**src/rtl/fetch_queue_unit_if.sv**
```systemverilog
// Bus bundle for the fetch queue: instruction-memory port, redirect input and decode handshake.
interface fetch_queue_unit_if #(
    parameter int XLEN    = 32,
    parameter int DEPTH   = 4,
    parameter int IMEM_AW = 11
);
    logic                   imem_req_o;
    logic [IMEM_AW-1:0]     imem_addr_o;
    logic [31:0]            imem_rdata_i;
    logic                   redirect_i;
    logic [XLEN-1:0]        redirect_pc_i;
    logic                   inst_valid_o;
    logic [31:0]            inst_o;
    logic [XLEN-1:0]        inst_pc_o;
    logic                   inst_ready_i;
    logic [$clog2(DEPTH):0] count_o;

    modport master (
        output imem_req_o, imem_addr_o, inst_valid_o, inst_o, inst_pc_o, count_o,
        input  imem_rdata_i, redirect_i, redirect_pc_i, inst_ready_i
    );

    modport slave (
        input  imem_req_o, imem_addr_o, inst_valid_o, inst_o, inst_pc_o, count_o,
        output imem_rdata_i, redirect_i, redirect_pc_i, inst_ready_i
    );
endinterface

```
**src/rtl/fetch_queue_unit.sv**
```systemverilog
// Instruction-fetch front end: owns the PC, fetches from a 1-cycle synchronous imem
// and buffers {pc, inst} pairs in a circular queue feeding decode.
module fetch_queue_unit #(
    parameter int              XLEN     = 32,
    parameter int              DEPTH    = 4,
    parameter int              IMEM_AW  = 11,
    parameter logic [XLEN-1:0] RESET_PC = '0
) (
    input  logic               clk,
    input  logic               reset_n,
    fetch_queue_unit_if.master fq
);
    localparam int PW = $clog2(DEPTH);
    localparam int CW = PW + 1;

    logic [XLEN-1:0] r_fetchPc;
    logic            r_inflight;
    logic [XLEN-1:0] r_inflightPc;
    logic [PW-1:0]   r_wrPtr;
    logic [PW-1:0]   r_rdPtr;
    logic [CW-1:0]   r_count;
    logic [XLEN-1:0] r_pcMem   [DEPTH];
    logic [31:0]     r_instMem [DEPTH];

    logic [CW:0]     w_pending;
    logic            w_issue;
    logic            w_push;
    logic            w_pop;
    logic            w_valid;

    // A request is only issued when the queue has room for it plus the one already in flight.
    assign w_valid   = (r_count != '0);
    assign w_pending = {1'b0, r_count} + {{CW{1'b0}}, r_inflight};
    assign w_issue   = reset_n && !fq.redirect_i && (w_pending < (CW+1)'(DEPTH));
    assign w_push    = r_inflight && !fq.redirect_i;
    assign w_pop     = w_valid && fq.inst_ready_i;

    assign fq.imem_req_o   = w_issue;
    assign fq.imem_addr_o  = {r_fetchPc[IMEM_AW-1:2], 2'b00};
    assign fq.inst_valid_o = w_valid;
    assign fq.inst_o       = w_valid ? r_instMem[r_rdPtr] : '0;
    assign fq.inst_pc_o    = w_valid ? r_pcMem[r_rdPtr] : '0;
    assign fq.count_o      = r_count;

    always_ff @(posedge clk or negedge reset_n) begin
        if (!reset_n) begin
            r_fetchPc    <= RESET_PC;
            r_inflight   <= 1'b0;
            r_inflightPc <= '0;
            r_wrPtr      <= '0;
            r_rdPtr      <= '0;
            r_count      <= '0;
        end else if (fq.redirect_i) begin
            // A redirect squashes the queue and the in-flight response in one step.
            r_fetchPc    <= fq.redirect_pc_i & ~XLEN'(3);
            r_inflight   <= 1'b0;
            r_wrPtr      <= '0;
            r_rdPtr      <= '0;
            r_count      <= '0;
        end else begin
            if (w_issue) begin
                r_inflight   <= 1'b1;
                r_inflightPc <= r_fetchPc;
                r_fetchPc    <= r_fetchPc + XLEN'(4);
            end else begin
                r_inflight   <= 1'b0;
            end
            if (w_push) begin
                r_wrPtr <= r_wrPtr + PW'(1);
            end
            if (w_pop) begin
                r_rdPtr <= r_rdPtr + PW'(1);
            end
            r_count <= r_count + CW'(w_push) - CW'(w_pop);
        end
    end

    always_ff @(posedge clk) begin
        if (w_push) begin
            r_pcMem[r_wrPtr]   <= r_inflightPc;
            r_instMem[r_wrPtr] <= fq.imem_rdata_i;
        end
    end
endmodule

```
**src/flat_wrapper.sv**
```systemverilog
// flat-port wrapper written by rule: the top's interface ports become plain ports
module fetch_queue_unit_flat 
#(
    parameter int              XLEN     = 32,
    parameter int              DEPTH    = 4,
    parameter int              IMEM_AW  = 11,
    parameter logic [XLEN-1:0] RESET_PC = '0
)
  (clk, reset_n, fq_imem_req_o, fq_imem_addr_o, fq_inst_valid_o, fq_inst_o, fq_inst_pc_o, fq_count_o, fq_imem_rdata_i, fq_redirect_i, fq_redirect_pc_i, fq_inst_ready_i);
  fetch_queue_unit_if #(.XLEN(XLEN), .DEPTH(DEPTH), .IMEM_AW(IMEM_AW)) fq_i ();
  input  logic clk;
  input  logic reset_n;
  output wire logic [$bits(fq_i.imem_req_o)-1:0] fq_imem_req_o;
  output wire logic [$bits(fq_i.imem_addr_o)-1:0] fq_imem_addr_o;
  output wire logic [$bits(fq_i.inst_valid_o)-1:0] fq_inst_valid_o;
  output wire logic [$bits(fq_i.inst_o)-1:0] fq_inst_o;
  output wire logic [$bits(fq_i.inst_pc_o)-1:0] fq_inst_pc_o;
  output wire logic [$bits(fq_i.count_o)-1:0] fq_count_o;
  input wire logic [$bits(fq_i.imem_rdata_i)-1:0] fq_imem_rdata_i;
  input wire logic [$bits(fq_i.redirect_i)-1:0] fq_redirect_i;
  input wire logic [$bits(fq_i.redirect_pc_i)-1:0] fq_redirect_pc_i;
  input wire logic [$bits(fq_i.inst_ready_i)-1:0] fq_inst_ready_i;
  assign fq_imem_req_o = fq_i.imem_req_o;
  assign fq_imem_addr_o = fq_i.imem_addr_o;
  assign fq_inst_valid_o = fq_i.inst_valid_o;
  assign fq_inst_o = fq_i.inst_o;
  assign fq_inst_pc_o = fq_i.inst_pc_o;
  assign fq_count_o = fq_i.count_o;
  assign fq_i.imem_rdata_i = fq_imem_rdata_i;
  assign fq_i.redirect_i = fq_redirect_i;
  assign fq_i.redirect_pc_i = fq_redirect_pc_i;
  assign fq_i.inst_ready_i = fq_inst_ready_i;
  fetch_queue_unit #(.XLEN(XLEN), .DEPTH(DEPTH), .IMEM_AW(IMEM_AW), .RESET_PC(RESET_PC)) u_core (.clk(clk), .reset_n(reset_n), .fq(fq_i));
endmodule
```
**config.mk**
```make
export PLATFORM = sky130hd
export DESIGN_NAME = fetch_queue_unit_flat
export DESIGN_NICKNAME = d
export VERILOG_FILES = /design/src/rtl/fetch_queue_unit_if.sv /design/src/rtl/fetch_queue_unit.sv /design/src/flat_wrapper.sv
export SDC_FILE = /design/constraint.sdc
export NUM_CORES = 1
export LEC_CHECK = 0
export ABC_AREA = 0
export CORE_MARGIN = 1.5
export CORE_UTILIZATION = 60
export CTS_CLUSTER_DIAMETER = 100
export DETAILED_ROUTE_END_ITERATION = 12
export PLACE_DENSITY = 0.88
export SYNTH_ARGS = -nofsm -noshare
export SYNTH_HDL_FRONTEND = slang
export SYNTH_SLANG_ARGS = --single-unit
```
**constraint.sdc**
```tcl
create_clock -name clk -period 6.3 [get_ports clk]
set_clock_uncertainty 0.2 [all_clocks]
set_input_delay 0.63 -clock clk [delete_from_list [all_inputs] [get_ports clk]]
set_output_delay 0.63 -clock clk [all_outputs]
set_load 0.01 [all_outputs]
```
==> impl_metrics.ini, run 1 <==
[synthesis]
synth-async-reset-ratio = 0.215
synth_top_area_frac = 0.580
ys_seq_area_frac = 0.713
yosysMostFrequentCell = edfxtp_1
ys_top_cells_by_count = edfxtp_1, and2_1, dfrtp_1
avgSynthCellArea_um2 = 18.0
yosys.area.top_type = edfxtp_1
synth_cell_type_count = 44
synth-edff-count = 248
yosys-top-cells-area = edfxtp_1, dfrtp_1, mux4_2
synth_ff_type = edfxtp_1
ys.warnings.count = 0
syn_inst = 712
ys_ff_latch = 316
synthesis.area_um2 = 12800

[timing]
fmax_mhz = 239
drv_slew = 0
layout_worst_path_cycle_share = 0.664
rsz0062_at_grt = no
fin_setup_tns_ns = 0
finalHoldViolations = 0
worst_slew_pin_slew_ns = 1.26
min_period_ns = 4.18
relSlewSlack = 0.159
holdWs_ns = 0.320
setup_violations = 0

[cts]
clock_latency_ns = 0.54
cts_buffers = 31
htreeDepth = 1
cts_resized = 0
cts_root_buf = clkbuf_16
cts_tree = yes
cts_buffer_depth = 3
cts.sinks = 316
clk_pin_slew_ns = 0.06

[flow_run]
cap_violations = 0

[power_and_ir_drop]
power.total_mw = 6.26
vdd_drop_max_mv = 0.225
leakage_nw = 5.27
powerDensity_nw_per_um2 = 405

[setup_path]
r2r_setup_slack_ns = 3.04
rr_startpoint = u_core.fq.count_o[0]$_DFF_PN0_
required_ns = 5.47
cp.arrival_ns = 3.35
r2r-end = u_core.fq.count_o[2]$_DFF_PN0_
crit_path_start_kind = flop
path_max_fanout = 31
end_kind = output port
reg2reg_depth = 9
worstSetupPathType = reg -> out

[cells_and_area]
drive_gt1_frac = 0.200
syn_to_final_growth_pct = 20.5
num_antenna_cells = 0
layout.nets = 926

[global_routing]
grt_max_degree = 67
grt_pass1_wl_um = 39400
grt_pass1_vias = 7200
antenna_found_initial = 0
track_usage = 0.235
grt-ovfl-total = 0

[outcome]
status = finished, final reports clean

[hold_path]
min_path_cells = 0
hold_class = reg -> reg
hold_end = u_core.r_pcMem[3][3]$_DFFE_PP_
min_from = u_core.r_inflightPc[3]$_DFFE_PN0P_

[die]
rows = 53
die_w_um = 149
boundaryPins = 148
start_util = 0.610
coreArea_um2 = 21000
die_height_um = 149
die_area_um2 = 22300

[route]
firstDrtPassIters = 7
vias = 6763
wire_per_inst_um = 21.7
vias_per_cell = 5.89
wl_um = 24900
drc_errors = 0
initialDrtViolationCount = 606
antenna_left = 0

[placement]
dp_hpwl_um = 15100
numPortBuffers = 141
gp_congestion = 0.815
## report_power, final
group | leakage (nW) | switching, mW | total (mW) | internal [mW]
Sequential | 3.07 | 0.236 | 2.73 | 2.50
Combinational | 1.67 | 0.681 | 1.64 | 0.957
Clock | 0.522 | 0.742 | 1.89 | 1.14
## critical path: stages, from the launching register on
cell and delay (ns):
dfrtp_1 0.46, ha_1 0.26, o211a_1 0.26, o22a_1 0.52
nor3_4 0.24, buf_4 0.42, clkdlybuf4s50_1 0.64
## metal layers
layer  GRT usage  wire length, µm  up-vias  share of wire
met5           0                0        -              0
met4      0.0540              326        0          0.013
met3      0.0336             1750       28          0.070
met2       0.407            12800      283           0.51
met1       0.318            10100     3462           0.40
li1            -                -     2990              -
## cell families (layout without fill, tap and decap cells)
logic type	count (synthesis)	count (layout)	share of synthesized area
fa+ha+maj	9	9	0.00936
xor+xnor	30	30	0.0205
simple gates	170	170	0.0796
mux	97	97	0.139
compound gates	32	32	0.0146
flops	316	316	0.713
buf+inv	57	215	0.0235
other cells	1	4	0.000292
## stage by stage
step	utilization	setup slack [ns]	cell area, µm²	cells
3_5_place_dp	0.685	2.60	14400	1090
3_3_place_gp	0.685	2.62	14400	1090
6_report	0.736	2.12	15500	1148
4_1_cts	0.736	2.01	15500	1148
2_1_floorplan	-	3.16	12800	715
5_1_grt	0.736	1.86	15500	1148
## layout make-up
type / instances / area [µm²]
clock buffer: 39 / 837
clock inverter: 18 / 220
fill: 1234 / 5550
inverter: 7 / 26.3
multi-input combinational: 342 / 3410
sequential: 316 / 9150
tap: 275 / 344
timing repair buffer: 151 / 1480
## layout by cell type, fill, tap and decap left out, types with 2 or more instances in the layout
cell | synthesis | routed
edfxtp_1 | 248 | 248
clkdlybuf4s50_1 | 0 | 139
dfrtp_1 | 68 | 66
and2_1 | 69 | 65
mux4_2 | 62 | 62
nand2_1 | 35 | 35
mux2_2 | 33 | 33
clkbuf_16 | 0 | 32
xnor2_1 | 20 | 20
o21ai_0 | 14 | 14
o21ai_1 | 12 | 12
xor2_1 | 10 | 10
nor2_1 | 9 | 9
nand4_1 | 9 | 9
nand3_1 | 9 | 9
buf_4 | 16 | 9
nor3_1 | 8 | 8
ha_1 | 8 | 8
clkinv_2 | 0 | 8
and3_1 | 7 | 7
inv_1 | 6 | 6
clkbuf_1 | 21 | 6
bufinv_16 | 0 | 5
and2_2 | 0 | 4
nor4_2 | 4 | 4
conb_1 | 1 | 4
nor2b_1 | 3 | 3
and4_1 | 3 | 3
nand4_2 | 3 | 3
nor4b_2 | 3 | 3
mux2i_1 | 2 | 2
clkinv_1 | 0 | 2
buf_2 | 10 | 2
## registers in the layout (all words and copies together) (netlist names)
name	count
u_core.fq.count_o	3
u_core.r_fetchPc	30
u_core.r_inflight	1
u_core.r_instMem	128
u_core.r_rdPtr	2
u_core.r_wrPtr	2
u_core.r_inflightPc	30
u_core.r_pcMem	120
## how the worst max path moves through the flow
stage,start,to,cells after the start
2_1_floorplan,fq_redirect_i,u_core.r_instMem[0][0]$_DFFE_PP_,3
3_3_place_gp,u_core.r_rdPtr[0]$_DFFE_PN0P_,fq_inst_pc_o[30],4
3_5_place_dp,u_core.r_rdPtr[0]$_DFFE_PN0P_,fq_inst_pc_o[30],4
4_1_cts,u_core.r_rdPtr[0]$_DFFE_PN0P_,fq_inst_pc_o[29],4
5_1_grt,u_core.r_rdPtr[0]$_DFFE_PN0P_,fq_inst_pc_o[29],4
6_report,u_core.fq.count_o[1]$_DFF_PN0_,fq_imem_req_o,6
## repair_timing
action	in CTS	in global routing
endpoints found under the hold margin	30	0
buffers inserted	0	0
hold buffers	1	0
(Power assumes the default switching activity.)
==> inputs of run 2 (changes only) <==
--- a/config.mk
+++ b/config.mk
@@ -7,10 +7,10 @@
 export LEC_CHECK = 0
 export ABC_AREA = 0
 export CORE_MARGIN = 1.5
-export CORE_UTILIZATION = 60
+export CORE_UTILIZATION = 51
 export CTS_CLUSTER_DIAMETER = 100
 export DETAILED_ROUTE_END_ITERATION = 12
-export PLACE_DENSITY = 0.88
+export PLACE_DENSITY = 0.8
 export SYNTH_ARGS = -nofsm -noshare
 export SYNTH_HDL_FRONTEND = slang
 export SYNTH_SLANG_ARGS = --single-unit
==> constraint.sdc (replaced) <==
create_clock -name clk -period 3.46 [get_ports clk]
set_clock_uncertainty 0.2 [all_clocks]
set_input_delay 0.346 -clock clk [delete_from_list [all_inputs] [get_ports clk]]
set_output_delay 0.346 -clock clk [all_outputs]
set_load 0.01 [all_outputs]
==> run 2 against run 1 <==
Global-route usage decreased by 3.9 points. Critical path depth fell by 2. Setup slack got worse by 1.9 ns. Non-clock buffer count increased by 17. Worst hold slack lost 0.26 ns. Cell count up 5.7%. Count of clock-buffer cells in the layout up 9. Combinational power is 98% higher. Largest power group unchanged. Sequential share of layout area decreased by 0.65 points. Critical endpoint is now fq_inst_pc_o[26]. Sequential cell count unchanged. Register-to-register slack lost 2.4 ns.
==> impl_metrics.ini, run 2 (same netlist as run 1, synthesis figures left out) <==
[timing]
finalHoldViolations = 0
setup_ws_ns = 0.205
holdWs_ns = 0.0568
worst_slew_pin_slew_ns = 0.553
fmax_mhz = 307
rsz0062_at_grt = no
fin_setup_tns_ns = 0
drv_slew = 0
layout_worst_path_cycle_share = 0.941
setup_violations = 0
relSlewSlack = 0.631
min_period_ns = 3.25

[setup_path]
startpoint = u_core.fq.count_o[0]$_DFF_PN0_
rr_startpoint = u_core.fq.count_o[0]$_DFF_PN0_
r2r_setup_slack_ns = 0.66
path_max_fanout = 44
end_kind = output port
cp.arrival_ns = 2.71
required_ns = 2.91
reg2reg_depth = 9
worstSetupPathType = reg -> out
crit_path_start_kind = flop
r2r-end = u_core.fq.count_o[2]$_DFF_PN0_

[cts]
clk_pin_slew_ns = 0.06
htreeDepth = 1
cts_buffers = 31
cts.sinks = 316
cts_tree = yes
cts_resized = 0
clock_latency_ns = 0.55
cts_root_buf = clkbuf_16
cts_buffer_depth = 3

[power_and_ir_drop]
powerDensity_nw_per_um2 = 725
vdd_drop_max_mv = 0.355
power.total_mw = 11.3
leakage_nw = 5.34

[cells_and_area]
multi_input_area_um2 = 3410
fin_cells = 1214
largest_registers = u_core.r_instMem (128), u_core.r_pcMem (120)
seq_area_um2 = 9150
final_common_cell = edfxtp_1
design_area_um2 = 15600
fillCellCount = 1727
fin_util = 0.637
num_antenna_cells = 0
largest_reg_flops = 128
mostFrequentLayoutCells = edfxtp_1, clkdlybuf4s50_1, dfrtp_1, and2_1, mux4_2
layout.nets = 943
syn_to_final_growth_pct = 21.9
largest_register = u_core.r_instMem
drive_gt1_frac = 0.209

[global_routing]
grt-ovfl-total = 0
antenna_found_initial = 0
grt_pass1_wl_um = 39300
track_usage = 0.196
grt_max_degree = 57
grt_pass1_vias = 7005

[route]
vias_per_cell = 5.53
vias = 6711
antenna_left = 0
wire_per_inst_um = 20.7
wl_um = 25100
initialDrtViolationCount = 431
drc_errors = 0
firstDrtPassIters = 5

[die]
die_area_um2 = 26100
coreArea_um2 = 24500
rows = 57
die_w_um = 162
die_height_um = 162
boundaryPins = 148
start_util = 0.523

[placement]
gp_congestion = 0.767
dp_cells = 1154
dpl_worst_slack_ns = 0.642
place_area_um2 = 14600
numPortBuffers = 141
dp_hpwl_um = 15600

[hold_path]
hold_class = in -> async

[outcome]
status = finished, final reports clean

[flow_run]
cap_violations = 0
run 2: cell types whose count changed in the layout (fill, tap and decap cells not counted):
cell           delta
clkinv_4          -1
buf_12            +2
clkinv_2          -3
clkbuf_8          +5
clkbuf_1          +5
dlygate4sd3_1     +1
buf_16            +1
buf_4            +13
clkbuf_16         -1
bufinv_16         -3
inv_4             -1
clkinvlp_4        -1
run 2: metal layers:
layer | vias to the layer above | GRT usage | share of wire
li1 | 3027 | - | -
met1 | 3441 | 0.276 | 0.44
met2 | 206 | 0.327 | 0.49
met3 | 37 | 0.0300 | 0.051
met4 | 0 | 0.0438 | 0.018
met5 | - | 0 | 0
run 2: power breakdown:
| group | leakage, nW | switching (mW) | internal (mW) |
|---|---|---|---|
| Sequential | 3.07 | 0.314 | 4.55 |
| Clock | 0.489 | 1.32 | 1.92 |
| Combinational | 1.77 | 1.39 | 1.85 |
| Total | 5.34 | 3.03 | 8.32 |
run 2: area by class of cell:
type	count	share of cell area
Inverter	7	0.00168
Multi-Input combinational cell	342	0.218
Clock inverter	9	0.00592
Timing Repair Buffer	168	0.106
Tap cell	324	0.0259
Clock buffer	48	0.0575
Sequential cell	316	0.585
run 2: worst max-delay path by stage:
| stage | to | slack [ns] |
|---|---|---|
| floorplan | u_core.r_instMem[0][0]$_DFFE_PP_ | 0.60 |
| global placement | fq_inst_pc_o[9] | 0.65 |
| detailed placement | fq_inst_pc_o[7] | 0.64 |
| CTS | fq_inst_pc_o[7] | 0.04 |
| global route | fq_inst_pc_o[26] | 0.07 |
| finish | fq_inst_pc_o[26] | 0.21 |
run 2: what timing repair did:
item                       CTS  global route
hold buffers                 2             0
hold endpoints to repair    40             0
buffers inserted             0             1
setup endpoints to repair    0             5
run 2: worst max-delay path, stage by stage (launching register included):
cell	delay, ns
dfrtp_1	0.37
or3_2	0.70
buf_4	0.36
and2_1	0.19
clkdlybuf4s50_1	0.51
